## src/rtl/spi_mem_loader.sv

```systemverilog
// SPI command sequencer owning RAM port B: word writes/reads, CPU halt/run, sticky error.
// Optional MEM_LOADER_CSUM_EN adds a write-data XOR checksum (0x05 reads it, 0x07 clears it).
module spi_mem_loader #(
    parameter int unsigned ADDR_LIMIT    = 1024,
    parameter bit          HALT_ON_RESET = 1'b1
) (
    input  logic        clk,
    input  logic        rst_n,
    input  logic        cs_active,
    input  logic        rx_valid,
    input  logic [7:0]  rx_byte,
    input  logic        tx_ready,
    output logic        tx_valid,
    output logic [7:0]  tx_byte,
    output logic        we_b,
    output logic [31:0] addr_b,
    output logic [31:0] wd_b,
    input  logic [31:0] rd_b,
    output logic        cpu_halt,
    output logic        busy,
    output logic        err
);

    typedef enum logic [3:0] {
        IDLE, CMD, ADDR, WDATA, WRITE, RD_WAIT, RD_CAP, TX, DRAIN
    } state_t;

    state_t      state;
    logic [1:0]  cnt;
    logic [31:0] sh;
    logic [31:0] tx_word;
    logic        is_read;

    logic        addr_oor;
    logic [31:0] rx_word;
    logic [31:0] rd_word;

    assign addr_oor = (addr_b >= 32'(ADDR_LIMIT));
    assign rx_word  = {sh[23:0], rx_byte};
    assign rd_word  = addr_oor ? 32'd0 : rd_b;

`ifdef MEM_LOADER_CSUM_EN
    logic [31:0] csum;
    logic        tx_csum;
`endif

    always_ff @(posedge clk or negedge rst_n) begin
        if (!rst_n) begin
            state    <= IDLE;
            cnt      <= 2'd0;
            sh       <= 32'd0;
            tx_word  <= 32'd0;
            is_read  <= 1'b0;
            tx_valid <= 1'b0;
            tx_byte  <= 8'd0;
            we_b     <= 1'b0;
            addr_b   <= 32'd0;
            wd_b     <= 32'd0;
            cpu_halt <= HALT_ON_RESET;
            busy     <= 1'b0;
            err      <= 1'b0;
`ifdef MEM_LOADER_CSUM_EN
            csum     <= 32'd0;
            tx_csum  <= 1'b0;
`endif
        end else begin
            we_b <= 1'b0;
            // The FSM leaves IDLE exactly when cs is seen active, so busy tracks cs by one cycle.
            busy <= cs_active;
            if (!cs_active) begin
                state    <= IDLE;
                tx_valid <= 1'b0;
            end else begin
                case (state)
                    IDLE, CMD: begin
                        state <= CMD;
                        if (rx_valid) begin
                            cnt <= 2'd0;
                            case (rx_byte)
                                8'h01: begin is_read <= 1'b0; state <= ADDR; end
                                8'h02: begin
                                    is_read <= 1'b1;
                                    state   <= ADDR;
`ifdef MEM_LOADER_CSUM_EN
                                    tx_csum <= 1'b0;
`endif
                                end
                                8'h03: begin cpu_halt <= 1'b1; state <= DRAIN; end
                                8'h04: begin cpu_halt <= 1'b0; state <= DRAIN; end
                                8'h06: begin err <= 1'b0; state <= DRAIN; end
`ifdef MEM_LOADER_CSUM_EN
                                8'h05: begin
                                    tx_csum  <= 1'b1;
                                    tx_byte  <= csum[31:24];
                                    tx_word  <= {csum[23:0], 8'h00};
                                    tx_valid <= 1'b1;
                                    state    <= TX;
                                end
                                8'h07: begin csum <= 32'd0; state <= DRAIN; end
`endif
                                default: begin err <= 1'b1; state <= DRAIN; end
                            endcase
                        end
                    end
                    ADDR: if (rx_valid) begin
                        sh  <= rx_word;
                        cnt <= cnt + 2'd1;
                        if (cnt == 2'd3) begin
                            addr_b <= {rx_word[31:2], 2'b00};
                            state  <= is_read ? RD_WAIT : WDATA;
                        end
                    end
                    WDATA: if (rx_valid) begin
                        sh  <= rx_word;
                        cnt <= cnt + 2'd1;
                        if (cnt == 2'd3) begin
                            wd_b  <= rx_word;
                            state <= WRITE;
                            if (addr_oor) begin
                                err <= 1'b1;
                            end else begin
                                we_b <= 1'b1;
`ifdef MEM_LOADER_CSUM_EN
                                csum <= csum ^ rx_word;
`endif
                            end
                        end
                    end
                    // A byte landing here is the first of the next burst word.
                    WRITE: begin
                        addr_b <= addr_b + 32'd4;
                        state  <= WDATA;
                        if (rx_valid) begin
                            sh  <= rx_word;
                            cnt <= cnt + 2'd1;
                        end
                    end
                    RD_WAIT: state <= RD_CAP;
                    RD_CAP: begin
                        if (addr_oor) err <= 1'b1;
                        tx_byte  <= rd_word[31:24];
                        tx_word  <= {rd_word[23:0], 8'h00};
                        tx_valid <= 1'b1;
                        cnt      <= 2'd0;
                        state    <= TX;
                    end
                    TX: if (tx_ready) begin
                        cnt <= cnt + 2'd1;
                        if (cnt == 2'd3) begin
                            tx_valid <= 1'b0;
`ifdef MEM_LOADER_CSUM_EN
                            if (tx_csum) begin
                                state <= DRAIN;
                            end else begin
                                addr_b <= addr_b + 32'd4;
                                state  <= RD_WAIT;
                            end
`else
                            addr_b <= addr_b + 32'd4;
                            state  <= RD_WAIT;
`endif
                        end else begin
                            tx_byte <= tx_word[31:24];
                            tx_word <= {tx_word[23:0], 8'h00};
                        end
                    end
                    DRAIN: state <= DRAIN;
                    default: state <= IDLE;
                endcase
            end
        end
    end

endmodule

```

## config.mk

```make
export PLATFORM = sky130hd
export DESIGN_NAME = spi_mem_loader
export DESIGN_NICKNAME = d
export VERILOG_FILES = /design/src/rtl/spi_mem_loader.sv
export SDC_FILE = /design/constraint.sdc
export NUM_CORES = 1
export LEC_CHECK = 0
export CAP_MARGIN = 20
export CORE_AREA = 2 2 114 116
export CTS_CLUSTER_SIZE = 28
export DETAILED_ROUTE_END_ITERATION = 6
export DIE_AREA = 0 0 116 118
export PLACE_DENSITY_LB_ADDON = 0.15
export SETUP_SLACK_MARGIN = 0.15
export SLEW_MARGIN = 15
export SYNTH_ARGS = -nofsm -noshare
export SYNTH_HDL_FRONTEND = slang
export SYNTH_SLANG_ARGS = --single-unit
export TNS_END_PERCENT = 10
```

## constraint.sdc

```tcl
create_clock -name clk -period 2.1 [get_ports clk]
set_input_delay 0.315 -clock clk [delete_from_list [all_inputs] [get_ports clk]]
set_output_delay 0.315 -clock clk [all_outputs]
set_load 0.005 [all_outputs]
```

Yosys cells after proc, flatten, opt, wreduce, memory -nomap -nowiden
Index checks and enable logic that the tools add are counted.
{"block": "classes", "n_lt_le_gt_ge": 1, "reduce_logical": 21, "n_mux": 44, "add_sub_neg": 2, "eq_ne": 31}
{"operator": "32-bit 2-to-1 mux", "count": 7}
{"operator": "32-bit one-hot mux with 3 select lines", "count": 1}
{"operator": "32-bit one-hot mux with 2 select lines", "count": 1}
{"operator": "4-bit 2-to-1 mux", "count": 9}
{"operator": "32-bit by 3-bit adder with 32-bit output, second input constant", "count": 1}
{"operator": "32-bit by 11-bit greater-or-equal comparator with 1-bit output, second input constant", "count": 1}
{"operator": "4-bit one-hot mux with 8 select lines", "count": 1}
{"operator": "2-bit inequality test, second input constant", "count": 9}
{"operator": "3-bit inequality test, second input constant", "count": 6}
{"operator": "6-bit AND reduction", "count": 3}
{"operator": "4-bit by 3-bit equality test with 1-bit output, second input constant", "count": 4}
{"operator": "8-bit by 2-bit equality test with 1-bit output, second input constant", "count": 2}
{"operator": "8-bit by 3-bit equality test with 1-bit output, second input constant", "count": 2}
{"operator": "8-bit 2-to-1 mux", "count": 2}
{"operator": "8-bit one-hot mux with 2 select lines", "count": 1}
{"operator": "4-bit AND reduction", "count": 4}
{"operator": "1-bit 2-to-1 mux", "count": 12}
{"operator": "4-bit by 2-bit equality test with 1-bit output, second input constant", "count": 2}
{"operator": "8-bit by 1-bit equality test with 1-bit output, second input constant", "count": 1}
{"operator": "1-bit one-hot mux with 2 select lines", "count": 4}
{"operator": "2-bit one-hot mux with 4 select lines", "count": 1}
{"operator": "2-bit 2-to-1 mux", "count": 3}
{"operator": "3-bit AND reduction", "count": 2}
{"operator": "2-bit nonzero test", "count": 3}
{"operator": "other kinds (15)", "count": 17}
{"block": "word_totals", "word_cells": 112, "ff_bits": 140}

Logic depth before layout (Yosys ltp)
Gate-level depths: netlist of the first run.
{"block": "logic_depth", "ltp_word": 6, "depth_mapped": 8, "depth_no_buf": 6}

Worst setup path before layout of the first run
OpenSTA, ideal clock, no wires.
{"block": "synth_path", "kind": "reg2reg", "from": "register cnt[0]", "to": "register tx_byte[3]", "path_buffers": 2, "synth_period_minus_slack_ps": 1848, "stages_incl_launch_ff": 8, "required_time_ps": 2018, "arrival_time_ps": 1766, "slack_ps": 252, "path_cell_list": "dfrtp_1 > ha_1 > o21ai_0 > and4_1 > clkbuf_1 > clkbuf_1 > nor2_1 > a31oi_1"}
{"block": "synth_between", "elab_chain_len": 3}
{"element": "start, declared", "line": "29", "text": "logic [1:0] cnt;"}
{"element": "start signal, assigned", "line": "107", "text": "cnt <= cnt + 2'd1;"}
{"element": "start signal, assigned", "line": "115", "text": "cnt <= cnt + 2'd1;"}
{"element": "start signal, assigned", "line": "135", "text": "cnt <= cnt + 2'd1;"}
{"element": "2-bit equality test", "line": "149", "text": "if (cnt == 2'd3) begin"}
{"element": "2-bit inequality test (no source line)"}
{"element": "4-bit AND reduction (no source line)"}
{"element": "end signal, assigned", "line": "141", "text": "tx_byte <= rd_word[31:24];"}
{"element": "end signal, assigned", "line": "163", "text": "tx_byte <= tx_word[31:24];"}
{"element": "end, declared", "line": "14", "text": "output logic [7:0] tx_byte,"}
Every way passes these cells.
A chain may end at the register's enable or synchronous reset.

Worst setup path after layout of the first run
{"block": "layout_path", "from": "register addr_b[13]", "to": "register addr_b[16]"}
{"block": "layout_between", "elab_chain_len": 4}
{"element": "start, declared", "line": "16", "text": "output logic [31:0] addr_b,"}
{"element": "start signal, assigned", "line": "109", "text": "addr_b <= {rx_word[31:2], 2'b00};"}
{"element": "start signal, assigned", "line": "131", "text": "addr_b <= addr_b + 32'd4;"}
{"element": "start signal, assigned", "line": "159", "text": "addr_b <= addr_b + 32'd4;"}
{"element": "32-bit by 3-bit adder with 32-bit output (*)", "line": "131, 159"}
{"element": "32-bit 2-to-1 mux", "line": "149"}
{"element": "32-bit 2-to-1 mux", "line": "147", "text": "TX: if (tx_ready) begin"}
{"element": "32-bit one-hot mux with 3 select lines (*)", "line": "74", "text": "case (state)"}
Every way passes the cells marked *; elsewhere a longest branch is shown, timed or not. The select of a mux whose other input is x is not followed.

==> results of run 1 <==
## through the flow
step	total power, uW	hold slack [ns]	TNS, ns	setup WS (ns)	utilization, %
6_report	7260	0.243	0	0.187	70.0
5_1_grt	7520	0.257	0	0.0685	70.0
4_1_cts	7250	0.231	0	0.153	69.0
3_5_place_dp	4360	0.123	-1.26	-0.0656	64.3
3_3_place_gp	4310	0.122	0	0.00910	64.3
2_1_floorplan	3580	0.0194	0	0.252	-
## synth_stat cells, types with 2 or more instances
cell type	n
and4_2	2
nand4_1	12
nand3_1	44
o31ai_1	2
nor2b_1	3
a211oi_1	2
nand2b_1	3
a21oi_1	42
ha_1	3
nor4_1	10
o21ai_0	33
nand2_1	79
o21a_1	2
o211ai_1	2
dfrtp_1	129
a2bb2oi_1	14
clkbuf_8	3
o32ai_1	2
buf_2	14
a31oi_1	27
buf_4	3
nor2_1	41
and2_1	5
mux2_2	57
a41o_1	3
nor3_1	5
o22a_1	2
inv_1	12
xor2_1	2
o22ai_1	14
and3_1	4
clkbuf_1	23
## critical path, cell delays in order, from the launching register on
cell and delay [ns]:
dfrtp_1 0.47, nand3_1 0.25, or4_2 0.72, o21ai_1 0.16, a21oi_1 0.08, a21oi_1 0.15
## sequential cells by signal (all words and copies together), names as in the netlist
register / count
tx_word: 24
err: 1
wd_b: 32
addr_b: 30
we_b: 1
cnt: 2
is_read: 1
sh: 24
tx_valid: 1
tx_byte: 8
state: 4
cpu_halt: 1
busy: 1
## what timing repair did
item                                   in CTS  in global routing
endpoints found under the hold margin      46                  0
setup endpoints to repair                   0                 79
hold buffers                                1                  0
buffers inserted                            0                  7
gates resized for setup                     0                 17
## cells by family after synthesis
| family | Yosys count |
|---|---|
| xor gates and xnor gates | 3 |
| adders and majority gates | 3 |
| DFF | 130 |
| muxes | 57 |
| other | 1 |
| AOI/OAI and AO/OA | 159 |
| buffers and inverters | 56 |
| and+or+nand+nor | 224 |
## path summary, 6_finish.rpt
check                                   end  cells after the start  slack (ns)         from
worst max-delay path             addr_b[16]                      5        0.19   addr_b[13]
worst min-delay path                   busy                      2        0.24        rst_n
worst max register to register   addr_b[16]                      5        0.19   addr_b[13]
worst min register to register  tx_word[12]                      2        0.48  tx_word[12]
max in group asynchronous        addr_b[22]                      3        1.19        rst_n
min in group clk                tx_word[12]                      3        0.47      rd_b[4]
## area by class of cell
| class | count | area [um2] |
|---|---|---|
| tap | 172 | 215 |
| fill | 978 | 3730 |
| inverter | 12 | 45.0 |
| clock inverter | 4 | 73.8 |
| timing repair buffer | 171 | 1720 |
| multi-input combinational | 448 | 2880 |
| clock buffer | 26 | 499 |
| sequential | 130 | 3260 |
## where the power goes
part           total (uW)  switching, uW  internal [uW]
sequential           3270            456           2810
combinational        1100            434            665
clock                2890           1030           1860
total                7260           1920           5340
## routing by layer
layer / up-vias / share of wire, % / track usage [%]
met5: - / 0 / 0
met4: 0 / 2.0 / 10.3
met3: 38 / 6.8 / 5.41
met2: 250 / 49 / 40.6
met1: 2737 / 43 / 34.8
li1: 2605 / - / -
==> results.yml, run 1 <==
run_status:
  status: "finished clean"
yosys:
  synth_xor_area_share_pct: 0.414
  yosys.area.top_type: "dfrtp_1"
  yosys-top-cells-area: "dfrtp_1 (51%), mux2_2 (10%), nand2_1 (4.7%)"
  yosys.area_share.adder_pct: 0.591
  synth.area.mux_share_pct: 10.1
  synth_compound_area_share_pct: 15.8
  avgSynthCellArea_um2: 10.0
  synth.distinct_cells: 66
  yosys_warnings: 0
  syn-instance-count: 633
  synthArstFlopShare_pct: 100
  ys.flop_type: "dfrtp_1"
  synth_top_area_share_pct: 50.8
  ys_ff_latch: 130
  yosys.area_share.simple_pct: 17.5
  seq_area_frac_synth_pct: 51.3
  synth_area_um2: 6350
  synth_edf_count: 0
  synth_top_family_by_area: "simple AND/OR/NAND/NOR gates"
critical_path:
  path_max_fanout: 6
  crit_path_end_kind: "flop"
  critPathKind: "reg2reg"
  startpoint_type: "flop"
  arrival_ns: 2.25
  crit_required_ns: 2.44
cts:
  htreeDepth: 4
  clock_sinks: 130
  clk_latency_ns: 0.42
  clockRootBuffer: "clkbuf_16"
  cts_buffers: 17
  clockBufferDepth: 2
  clkTransAtPathRegs_ns: 0.05
  cts_tree: "built"
sta:
  final.min_clock_period_ns: 1.91
  fmax_mhz: 523
  setup_viol: 0
  hold_viol: 0
  slew_violations: 0
  grt_setup_unrepaired: "yes"
  fin_crit_sh_pct: 91.1
  skew_ns: 0.0151
finish:
  instances_no_fill: 963
  drive_above_1_share_pct: 21.1
  final_cell_mix: "dfrtp_1 (124), clkdlybuf4s50_1 (118), nand2_1 (79)"
  nNetsFinal: 828
  n_antenna_cell: 0
  fin_area_um2: 8690
  final_common_cell: "dfrtp_1"
  syn_to_final_growth_pct: 36.9
global_route:
  grt_max_degree: 88
  gr-total-overflow: 0
  grt_pass1_vias: 5453
  grt_pass1_wl_um: 27800
  grt_usage_pct: 25.8
  antenna_found_initial: 0
pwr:
  max-vdd-ir-drop_v: 0.000552
  powerDensity_nw_per_um2: 835
  power_leakage_uw: 0.00366
die:
  row_count: 41
  dieArea_um2: 13700
  start_util_pct: 51.1
  coreArea_um2: 12400
  ios: 122
  dieWidth_um: 116
  fp.dieH_um: 118
drt:
  wirelength_um: 17300
  detail-route-antenna-nets: 0
  drc: 0
  viasPerCell: 5.85
  dr.pass1.iters: 5
  via_count: 5630
  wl_per_cell_um: 18.0
  drtIter0Drc: 630
hold_path:
  hp-class: "in2async"
placed_design:
  place_inst: 924
  hpwl_um: 11400
  placed_cell_area_um2: 7980
  port_buffers: 119
  gp_congestion: 0.878
job:
  cap_violations: 0
No activity file was read; power rests on OpenSTA's default activity.
==> run 2: changes to the inputs <==
--- a/config.mk
+++ b/config.mk
@@ -12,7 +12,7 @@
 export DIE_AREA = 0 0 116 118
 export PLACE_DENSITY_LB_ADDON = 0.15
 export SETUP_SLACK_MARGIN = 0.15
-export SLEW_MARGIN = 15
+export SLEW_MARGIN = 20
 export SYNTH_ARGS = -nofsm -noshare
 export SYNTH_HDL_FRONTEND = slang
 export SYNTH_SLANG_ARGS = --single-unit
==> results of run 2 <==
Final layout, timing and power as in run 1 (identical DEF).
